$ cat src/rtl/pipe_pkg.sv
// Shared definitions for elastic pipeline registers:
// the RV32I NOP bubble, the count-width helper and the handshake op encoding.
package pipe_pkg;

   localparam logic [31:0] RV32I_NOP = 32'h0000_0013;

   typedef enum logic [1:0] {
      OP_IDLE = 2'b00,
      OP_POP  = 2'b01,
      OP_PUSH = 2'b10,
      OP_BOTH = 2'b11
   } op_e;

   function automatic int cnt_w(input int depth);
      return $clog2(depth + 1);
   endfunction

endpackage

$ cat src/rtl/elastic_pipe_reg_wrap_ctr.sv
// Modulo-DEPTH pointer with increment enable and synchronous clear.
// Wraps explicitly at DEPTH-1 so non power-of-two depths work.
module wrap_ctr #(
   parameter int unsigned DEPTH = 2,
   parameter int unsigned PW    = $clog2(DEPTH)
) (
   input  logic          clk_i,
   input  logic          rst_i,
   input  logic          clr_i,
   input  logic          inc_i,
   output logic [PW-1:0] ptr_o
);

   localparam logic [PW-1:0] LAST = PW'(DEPTH - 1);

   logic [PW-1:0] ptr_q, ptr_d;

   always_comb begin
      ptr_d = ptr_q;
      if (clr_i) begin
         ptr_d = '0;
      end else if (inc_i) begin
         ptr_d = (ptr_q == LAST) ? '0 : ptr_q + PW'(1);
      end
   end

   always_ff @(posedge clk_i) begin
      if (rst_i) begin
         ptr_q <= '0;
      end else begin
         ptr_q <= ptr_d;
      end
   end

   assign ptr_o = ptr_q;

endmodule

$ cat src/rtl/elastic_pipe_reg.sv
// Elastic valid/ready pipeline register: DEPTH-entry register FIFO,
// one-cycle latency, ready driven only from registered count.
module elastic_pipe_reg
   import pipe_pkg::*;
#(
   parameter int unsigned      WIDTH  = 32,
   parameter int unsigned      DEPTH  = 2,
   parameter logic [WIDTH-1:0] BUBBLE = '0
) (
   input  logic                      clk,
   input  logic                      reset,
   input  logic                      flush,
   input  logic                      in_valid,
   output logic                      in_ready,
   input  logic [WIDTH-1:0]          in_data,
   output logic                      out_valid,
   input  logic                      out_ready,
   output logic [WIDTH-1:0]          out_data,
   output logic [cnt_w(DEPTH)-1:0]   count
);

   localparam int CW = cnt_w(DEPTH);
   localparam int PW = $clog2(DEPTH);
   localparam logic [CW-1:0] FULL = CW'(DEPTH);

   logic [WIDTH-1:0] mem_q [DEPTH];
   logic [CW-1:0]    count_q, count_d;
   logic [PW-1:0]    rptr, wptr;
   logic             push, pop;
   op_e              op;

   assign in_ready  = (count_q < FULL);
   assign out_valid = (count_q != '0);
   assign push      = in_valid & in_ready & ~flush;
   assign pop       = out_valid & out_ready & ~flush;
   assign op        = op_e'({push, pop});

   always_comb begin
      count_d = count_q;
      unique case (op)
         OP_PUSH: count_d = count_q + CW'(1);
         OP_POP:  count_d = count_q - CW'(1);
         default: count_d = count_q;
      endcase
      if (flush) begin
         count_d = '0;
      end
   end

   always_ff @(posedge clk) begin
      if (reset) begin
         count_q <= '0;
      end else begin
         count_q <= count_d;
      end
   end

   // Payload storage is deliberately unreset; count gates visibility.
   always_ff @(posedge clk) begin
      if (push && !reset) begin
         mem_q[wptr] <= in_data;
      end
   end

   wrap_ctr #(.DEPTH(DEPTH), .PW(PW)) u_wptr (
      .clk_i (clk),
      .rst_i (reset),
      .clr_i (flush),
      .inc_i (push),
      .ptr_o (wptr)
   );

   wrap_ctr #(.DEPTH(DEPTH), .PW(PW)) u_rptr (
      .clk_i (clk),
      .rst_i (reset),
      .clr_i (flush),
      .inc_i (pop),
      .ptr_o (rptr)
   );

   assign out_data = out_valid ? mem_q[rptr] : BUBBLE;
   assign count    = count_q;

endmodule

$ cat config.mk
export PLATFORM = sky130hd
export DESIGN_NAME = elastic_pipe_reg
export DESIGN_NICKNAME = d
export VERILOG_FILES = /design/src/rtl/pipe_pkg.sv /design/src/rtl/elastic_pipe_reg_wrap_ctr.sv /design/src/rtl/elastic_pipe_reg.sv
export SDC_FILE = /design/constraint.sdc
export NUM_CORES = 1
export LEC_CHECK = 0
export ABC_AREA = 1
export CORE_UTILIZATION = 53
export CTS_BUF_LIST = sky130_fd_sc_hd__clkbuf_4
export DETAILED_ROUTE_END_ITERATION = 10
export PLACE_DENSITY = 0.87
export SLEW_MARGIN = 40
export SYNTH_ARGS = -nofsm -noshare
export SYNTH_HDL_FRONTEND = slang
export SYNTH_SLANG_ARGS = --single-unit
$ cat constraint.sdc
create_clock -name clk -period 10.3 [get_ports clk]
set_clock_uncertainty 0.15 [all_clocks]
set_input_delay 1.545 -clock clk [delete_from_list [all_inputs] [get_ports clk]]
set_output_delay 1.545 -clock clk [all_outputs]
set_load 0.03 [all_outputs]
Yosys cells after proc, flatten, opt, wreduce, memory -nomap -nowiden
Memory sizes are Yosys's and may differ from the RTL's. A register that Yosys moved wholly into a read port is not among the register bits.
Cells that the tools add are included.
Word-level totals
  bits in registers: 4
  bits in writable memories: 64
  input bits: 37
  output and inout port bits: 36
  word-level logic and storage cells: 29
  memories: 1
Memory list
  mem_q: words 2, bits a word 32, rd ports 1, clocked after Yosys merged registers in 1, write ports 1, line elastic_pipe_reg.sv:26  | logic [WIDTH-1:0] mem_q [DEPTH];
Cells by class
  $add $sub $neg: 4
  magnitude comparators: 1
  equality and inequality tests: 2
  multiplexer cells: 8
  bitwise gates (word level): 5
  reductions and logical operators: 5
Operator list (count)
  $mux W32: 1
  $mux W1: 6
  $and A1 B1 Y1: 4
  $pmux W2 S2: 1
  $reduce_bool A2 Y1: 2
  $add A1 B1 Y1 const B: 2
  $add A2 B1 Y2 const B: 1
  $eq A2 B1 Y1 const B: 1
  $eq A2 B2 Y1 const B: 1
  $lt A2 B2 Y1 const B: 1
  $reduce_or A2 Y1: 1
  $sub A2 B1 Y2 const B: 1
  $logic_and A1 B1 Y1: 1
  $logic_not A1 Y1: 1
  $not A1 Y1: 1

Logic depth before layout (Yosys ltp)
Gate-level depths: netlist of run 1.
  depth after elaboration: 6
  depth in mapped cells: 10

Cells and area by module
Synthesis of run 1 repeated with hierarchy kept, for this count alone.
Unflattened totals
  cells, all modules: 213
  area total of the unflattened synthesis: 2687.6 um^2
Modules (own cells, without submodules)
  elastic_pipe_reg: instances 1, cells each 201, area an instance 2605.0 um^2, sequential area each 1961.9 um^2
  wrap_ctr: instances 2, cells each 6, area an instance 41.3 um^2, sequential area each 20.0 um^2

Least setup slack after synthesis of run 1
OpenSTA, ideal clock, no wires.
  kind: input to register
  start: input flush
  end: memory mem_q[0][0], enable pin
  setup time: 0.461 ns
  data arrival time: 3.935 ns
  setup slack: 5.754 ns
  cell stages on the path: 3
  buffers on the path: 0
  cells stage by stage: inv_1 -> nand3_2 -> nor3_1
On the way
  word-level cells in the longest chain between the ends: 5
RTL lines
  from (decl): line elastic_pipe_reg.sv:12  | input logic flush,
  $not A1 Y1: line elastic_pipe_reg.sv:34  | assign push = in_valid & in_ready & ~flush;
  $and A1 B1 Y1: line elastic_pipe_reg.sv:34
  $logic_and A1 B1 Y1: line elastic_pipe_reg.sv:60  | if (push && !reset) begin
  $mux W1: line elastic_pipe_reg.sv:60
  $mux W1 (implied by the code): line elastic_pipe_reg.sv:61  | mem_q[wptr] <= in_data;
  to (decl): line elastic_pipe_reg.sv:26
No other way between the ends.

==> summary.txt, run 1 <==
Run status
  – Status: complete, no violations

Worst setup path
  – Crit path max fanout: 33
  – Worst endpoint required time: 8.61 ns
  – CP delay by family, top: buffers and inverters
  – CP endpoint: out_data[0]
  – Setup crit start kind: register
  – Worst-path cell with the longest stage delay: dfxtp_2
  – Reg2reg end: count[1]$_SDFFE_PP0P_
  – Worst r2r path cells: 10
  – Cell count along the critical path: 4
  – Slowest stage delay, CP: 0.75 ns
  – Crit-path cells: clkinv_2 -> nand2_1 -> a21oi_1 -> clkdlybuf4s50_1
  – Reg-to-Reg Start: count[1]$_SDFFE_PP0P_
  – R2R setup slack: just over 8 ns
  – Crit path buf inv count: 2
  – Crit path arrival time: 2.63 ns
  – Crit path capture type: primary output
  – Worst Path Class, Setup: register to primary output

STA
  – Pins Over Slew Limit: 0
  – Fmax: approximately 230 MHz
  – Setup TNS: 0 ns
  – Unrepaired setup endpoints after global routing: false
  – Worst-margin pin slew: 0.764 ns
  – Relative slew slack: 0.490
  – Final Cycle Share: 0.420
  – Setup violations, final: 0
  – Final hold violation count: 0
  – Crit path time final: between 4 and 5 ns

Die
  – Die width: between 70 and 80 um
  – Die ar.: around 5300 um^2
  – Initial Util: 0.556
  – Num ports: 73
  – FP Rows: 25
  – Die H: 72.9 um
  – Core Region: about 4800 um^2

Routing
  – Wire per inst: about 15 um
  – Via count: 1781
  – DRC violation count after routing: 0
  – DR pass1 iterations: 4
  – Vias per cell: approximately 5
  – WL final: roughly 5.2 mm
  – Initial drt markers: about 120
  – Antenna-violating nets left: 0

Power and ir drop
  – Power Density: ~140 nW/um^2
  – VDD IR-drop max: 0.0776 mV
  – P_leak: 0.00123 uW

Global route
  – Antenna violations before repair: 0
  – Global route overflow: 0
  – First-pass GRT wire length: ~8.3 mm
  – Largest net degree at the start of global routing: 34
  – Vias in the first global route: approximately 1800
  – Total track usage: 0.221

Clock tree
  – Clk buf depth: 2
  – CTS tree: built
  – Post-CTS Setup Repair Bufs: 0
  – Post-CTS resize count: 0
  – Htree depth: 3
  – Clock Latency Late Sink: between 0.3 and 0.4 ns
  – CTS Buf Count: 9
  – TritonCTS sink count: roughly 70
  – Clock root buffer: clkbuf_4
  – Worst-path clk slew: roughly 0.10 ns
  – Hold-fix buffers, CTS: 0

Flow run
  – Max-cap check violation count: 0

Synthesis
  – Share of the synthesized area in the top cell type: 0.722
  – Syn Std Cell Area: between 2000 and 3000 um^2
  – Yosys warning count: 0
  – Seq cells post-synth: 69
  – Post-synthesis sequential area ratio: 0.760
  – Leading area contributor after synthesis: edfxtp_1
  – Average cell area after synthesis: 12.7 um^2
  – Synth area leaders: edfxtp_1, nand2_1, a21oi_1
  – Net Count, Synth: roughly 250
  – Cell variety after synth: 21
  – Synth Instances: 210

Finish
  – Fillers: about 350
  – Commonest non-fill, non-tap cell in the layout: clkdlybuf4s50_1
  – Multi-input logic area: around 550 um^2
  – Final core occ: 0.739
  – Layout cell share with drive strength beyond 1: 0.0862
  – Inserted Diodes: 0
  – Most frequent cells in the layout: clkdlybuf4s50_1, nand2_1, edfxtp_1
  – Final nets: approximately 320
  – Area grow syn2layout: 33.0%
  – Register area: 2020 um^2

Placement
  – # port buffers: 72
  – Final HPWL DP: roughly 3.3 mm
  – Placer congestion estimate: just over 0.8

Hold path
  – Hold Path Class: register to register
## layout make-up
class                      instances  area share
clock buffer                      13      0.0276
clock inverter                     3     0.00424
inverter                           8     0.00884
multi-input combinational        123       0.156
sequential                        69       0.572
tap                               67      0.0237
timing repair buffer              74       0.208
## flip-flops by register name, indices dropped and copies added, names as in the netlist, named ones only
signal / count
mem_q: 64
u_rptr.ptr_o: 1
count: 2
u_wptr.ptr_o: 1
## cells by family after synthesis
group,synth area share
adder cells (fa/ha/maj),0.00470
AND/OR/NAND/NOR,0.129
buffers and inverters,0.0367
XOR/XNOR,0.00329
flip-flops,0.760
AO/OA/AOI/OAI,0.0663
## worst register-to-register path, cell delays in order (launching register included)
cell and delay (ns):
dfxtp_1 0.38, nor2_4 0.63, inv_2 0.14, nand2_1 0.11
nor2_1 0.05, ha_1 0.29, inv_1 0.09, nand2_1 0.05
nor2_1 0.10, nor2_1 0.06, nor2_1 0.12
## cells in the mapped netlist
| library cell | number |
|---|---|
| nand2_1 | 70 |
| edfxtp_1 | 64 |
| a21oi_1 | 33 |
| nor2_1 | 9 |
| inv_1 | 6 |
| buf_2 | 5 |
| dfxtp_1 | 5 |
| buf_4 | 3 |
| nor3_1 | 3 |
| a31oi_1 | 1 |
| buf_6 | 1 |
| clkbuf_4 | 1 |
| clkinv_2 | 1 |
| ha_1 | 1 |
| inv_2 | 1 |
| nand3_1 | 1 |
| nand3_2 | 1 |
| nand4_1 | 1 |
| nor2_4 | 1 |
| o21ai_0 | 1 |
| xor2_1 | 1 |
## metal layers
layer  GRT usage  wire length, um
met5           0                0
met2       0.377             2800
met1       0.254             2080
met4       0.118               72
met3      0.0622              228
## report_power, final
group | total [uW] | leakage [uW] | internal, uW | switching [uW]
Sequential | 313 | 0.000622 | 311 | 2.21
Combinational | 45.0 | 0.000539 | 22.1 | 22.9
Clock | 144 | 0.0000715 | 59.7 | 84.4
## worst min-delay path by stage
stage	from	endpoint	slack, ns	depth (start not counted)
finish	u_rptr.ptr_o$_SDFFE_PP0P_	register	0.38	2
global route	u_rptr.ptr_o$_SDFFE_PP0P_	register	0.41	2
CTS	u_rptr.ptr_o$_SDFFE_PP0P_	register	0.37	2
detailed placement	u_rptr.ptr_o$_SDFFE_PP0P_	register	0.34	2
global placement	u_rptr.ptr_o$_SDFFE_PP0P_	register	0.33	2
floorplan	u_rptr.ptr_o$_SDFFE_PP0P_	register	0.31	2
## through the flow
stage | total power, uW | cells | instance area (um^2) | hold slack, ns | setup slack [ns]
floorplan | 339 | 210 | 2660 | 0.315 | 5.75
global placement | 363 | 341 | 3420 | 0.328 | 5.86
detailed placement | 365 | 341 | 3430 | 0.345 | 6.31
CTS | 507 | 357 | 3540 | 0.369 | 5.87
global route | 523 | 357 | 3540 | 0.412 | 5.70
finish | 502 | 357 | 3540 | 0.378 | 5.97
(Power assumes the default switching activity.)
==> run 2, diff against run 1 <==
Settings changed: CORE_UTILIZATION 53 to 49, PLACE_DENSITY 0.87 to 0.81.
Clock period 10.3 ns to 4.02 ns, I/O delays scaled along.
==> summary.txt, run 2 (synthesized netlist as in run 1, its figures left out) <==
STA
  – Relative slew slack: 0.461
  – Worst-margin pin slew: slightly above 0.8 ns
  – Final hold violation count: 0
  – Unrepaired setup endpoints after global routing: false
  – Setup TNS: 0 ns
  – Setup violations, final: 0
  – Crit path time final: roughly 3.4 ns
  – Worst Hold Margin: 0.385 ns
  – Fmax: around 300 MHz
  – Final Cycle Share: 0.840
  – Pins Over Slew Limit: 0

Clock tree
  – Clk buf depth: 2
  – Clock root buffer: clkbuf_4
  – Worst-path clk slew: about 0.10 ns
  – Clock Latency Late Sink: between 0.3 and 0.4 ns
  – CTS tree: built
  – Post-CTS resize count: 0
  – TritonCTS sink count: 69
  – Post-CTS Setup Repair Bufs: 0
  – Htree depth: 3
  – Hold-fix buffers, CTS: 0
  – CTS Buf Count: 9

Power and ir drop
  – Flop pwr share: 0.622
  – Power Density: around 360 nW/um^2
  – Internal Pwr Total: a little over 1000 uW
  – Psw: around 280 uW
  – Clock share of power: 0.288
  – Comb pwr share: 0.091
  – P_leak: ~0.0012 uW
  – Switch share: 0.221
  – VDD IR-drop max: 0.235 mV

Routing
  – Wire per inst: approximately 15 um
  – Vias per cell: approximately 5.2
  – Antenna-violating nets left: 0
  – Initial drt markers: about 120
  – DRC violation count after routing: 0
  – Via count: about 1900
  – WL final: between 5 and 6 mm
  – DR pass1 iterations: 4

Finish
  – Fillers: roughly 380
  – Most frequent cells in the layout: clkdlybuf4s50_1, nand2_1, edfxtp_1
  – Register area: roughly 2000 um^2
  – Max FFs per register: 64
  – Final nets: 324
  – Final core occ: 0.686
  – Commonest non-fill, non-tap cell in the layout: clkdlybuf4s50_1
  – Area grow syn2layout: 33.3%
  – Top reg by flops: mem_q
  – Inserted Diodes: 0
  – Multi-input logic area: about 550 um^2
  – Layout cell share with drive strength beyond 1: 0.0825

Run status
  – Status: complete, no violations

Worst setup path
  – Crit path capture type: primary output
  – Crit path arrival time: about 2.6 ns
  – Setup crit start kind: register
  – Worst Path Class, Setup: register to primary output
  – Worst endpoint required time: about 3.3 ns
  – Crit path max fanout: 32
  – R2R setup slack: 1.83 ns

Die
  – Die ar.: 5730 um^2
  – Num ports: 73
  – Die width: 75.7 um
  – Initial Util: 0.515
  – Die H: 75.7 um
  – FP Rows: 26
  – Core Region: ~5200 um^2

Placement
  – Final HPWL DP: 3.40 mm
  – # port buffers: 72
  – Placer congestion estimate: 0.781

Global route
  – Antenna violations before repair: 0
  – Total track usage: 0.198
  – Vias in the first global route: roughly 1700
  – Global route overflow: 0
  – First-pass GRT wire length: between 7 and 8 mm
  – Largest net degree at the start of global routing: 34

Hold path
  – Hold Path Class: register to register

Flow run
  – Max-cap check violation count: 0
[run 2: cell types whose count changed in the layout (fill, tap and decap cells not counted)]
cell,previous run,this run
clkinv_1,0,1
clkinv_2,4,3
dfxtp_1,4,5
buf_4,2,3
dfxtp_2,1,0
[run 2: area by class of cell]
class / count / share of cell area
flip-flops and latches: 69 / 0.570
repair buffers: 75 / 0.210
multi-input cells: 123 / 0.156
clock buffers: 13 / 0.0275
well taps: 70 / 0.0247
inverters: 8 / 0.00882
clock inverters: 3 / 0.00388
[run 2: power by group through the flow]
stage	combinational (uW)	sequential, uW	clock (uW)
after global placement	115	818	0
after detailed placement	118	819	0
final	117	802	371
after floorplan	48.9	819	0
after global routing	126	803	407
after CTS	118	802	376
[run 2: worst paths after layout]
check | startpoint | endpoint | depth (start not counted)
setup / recovery | register | out_data[22] | 4
hold / removal | u_rptr.ptr_o$_SDFFE_PP0P_ | u_rptr.ptr_o$_SDFFE_PP0P_ | 2
setup reg to reg | count[1]$_SDFFE_PP0P_ | count[1]$_SDFFE_PP0P_ | 10
hold reg to reg | u_rptr.ptr_o$_SDFFE_PP0P_ | u_rptr.ptr_o$_SDFFE_PP0P_ | 2
[run 2: metal layers]
metal | vias to the layer above | wire [um] | track usage
met2 | 83 | 2730 | 0.333
li1 | 882 | - | -
met1 | 887 | 2160 | 0.231
met3 | 9 | 297 | 0.0595
met5 | - | 0 | 0
met4 | 0 | 85 | 0.0988
[run 2: worst max-delay path: stages (launching register included)]
cell and delay (ns):
dfxtp_1 0.72, clkinv_2 0.57, nand2_1 0.18, a21oi_1 0.09
clkdlybuf4s50_1 0.65
[run 2: through the flow]
step | area (um^2) | worst slack, ns | power (uW) | instances
3_5_place_dp | 3440 | 1.04 | 937 | 345
6_report | 3550 | 0.642 | 1290 | 361
4_1_cts | 3550 | 0.583 | 1300 | 361
5_1_grt | 3550 | 0.410 | 1340 | 361
2_1_floorplan | 2660 | 0.297 | 868 | 210
3_3_place_gp | 3440 | 1.08 | 933 | 345
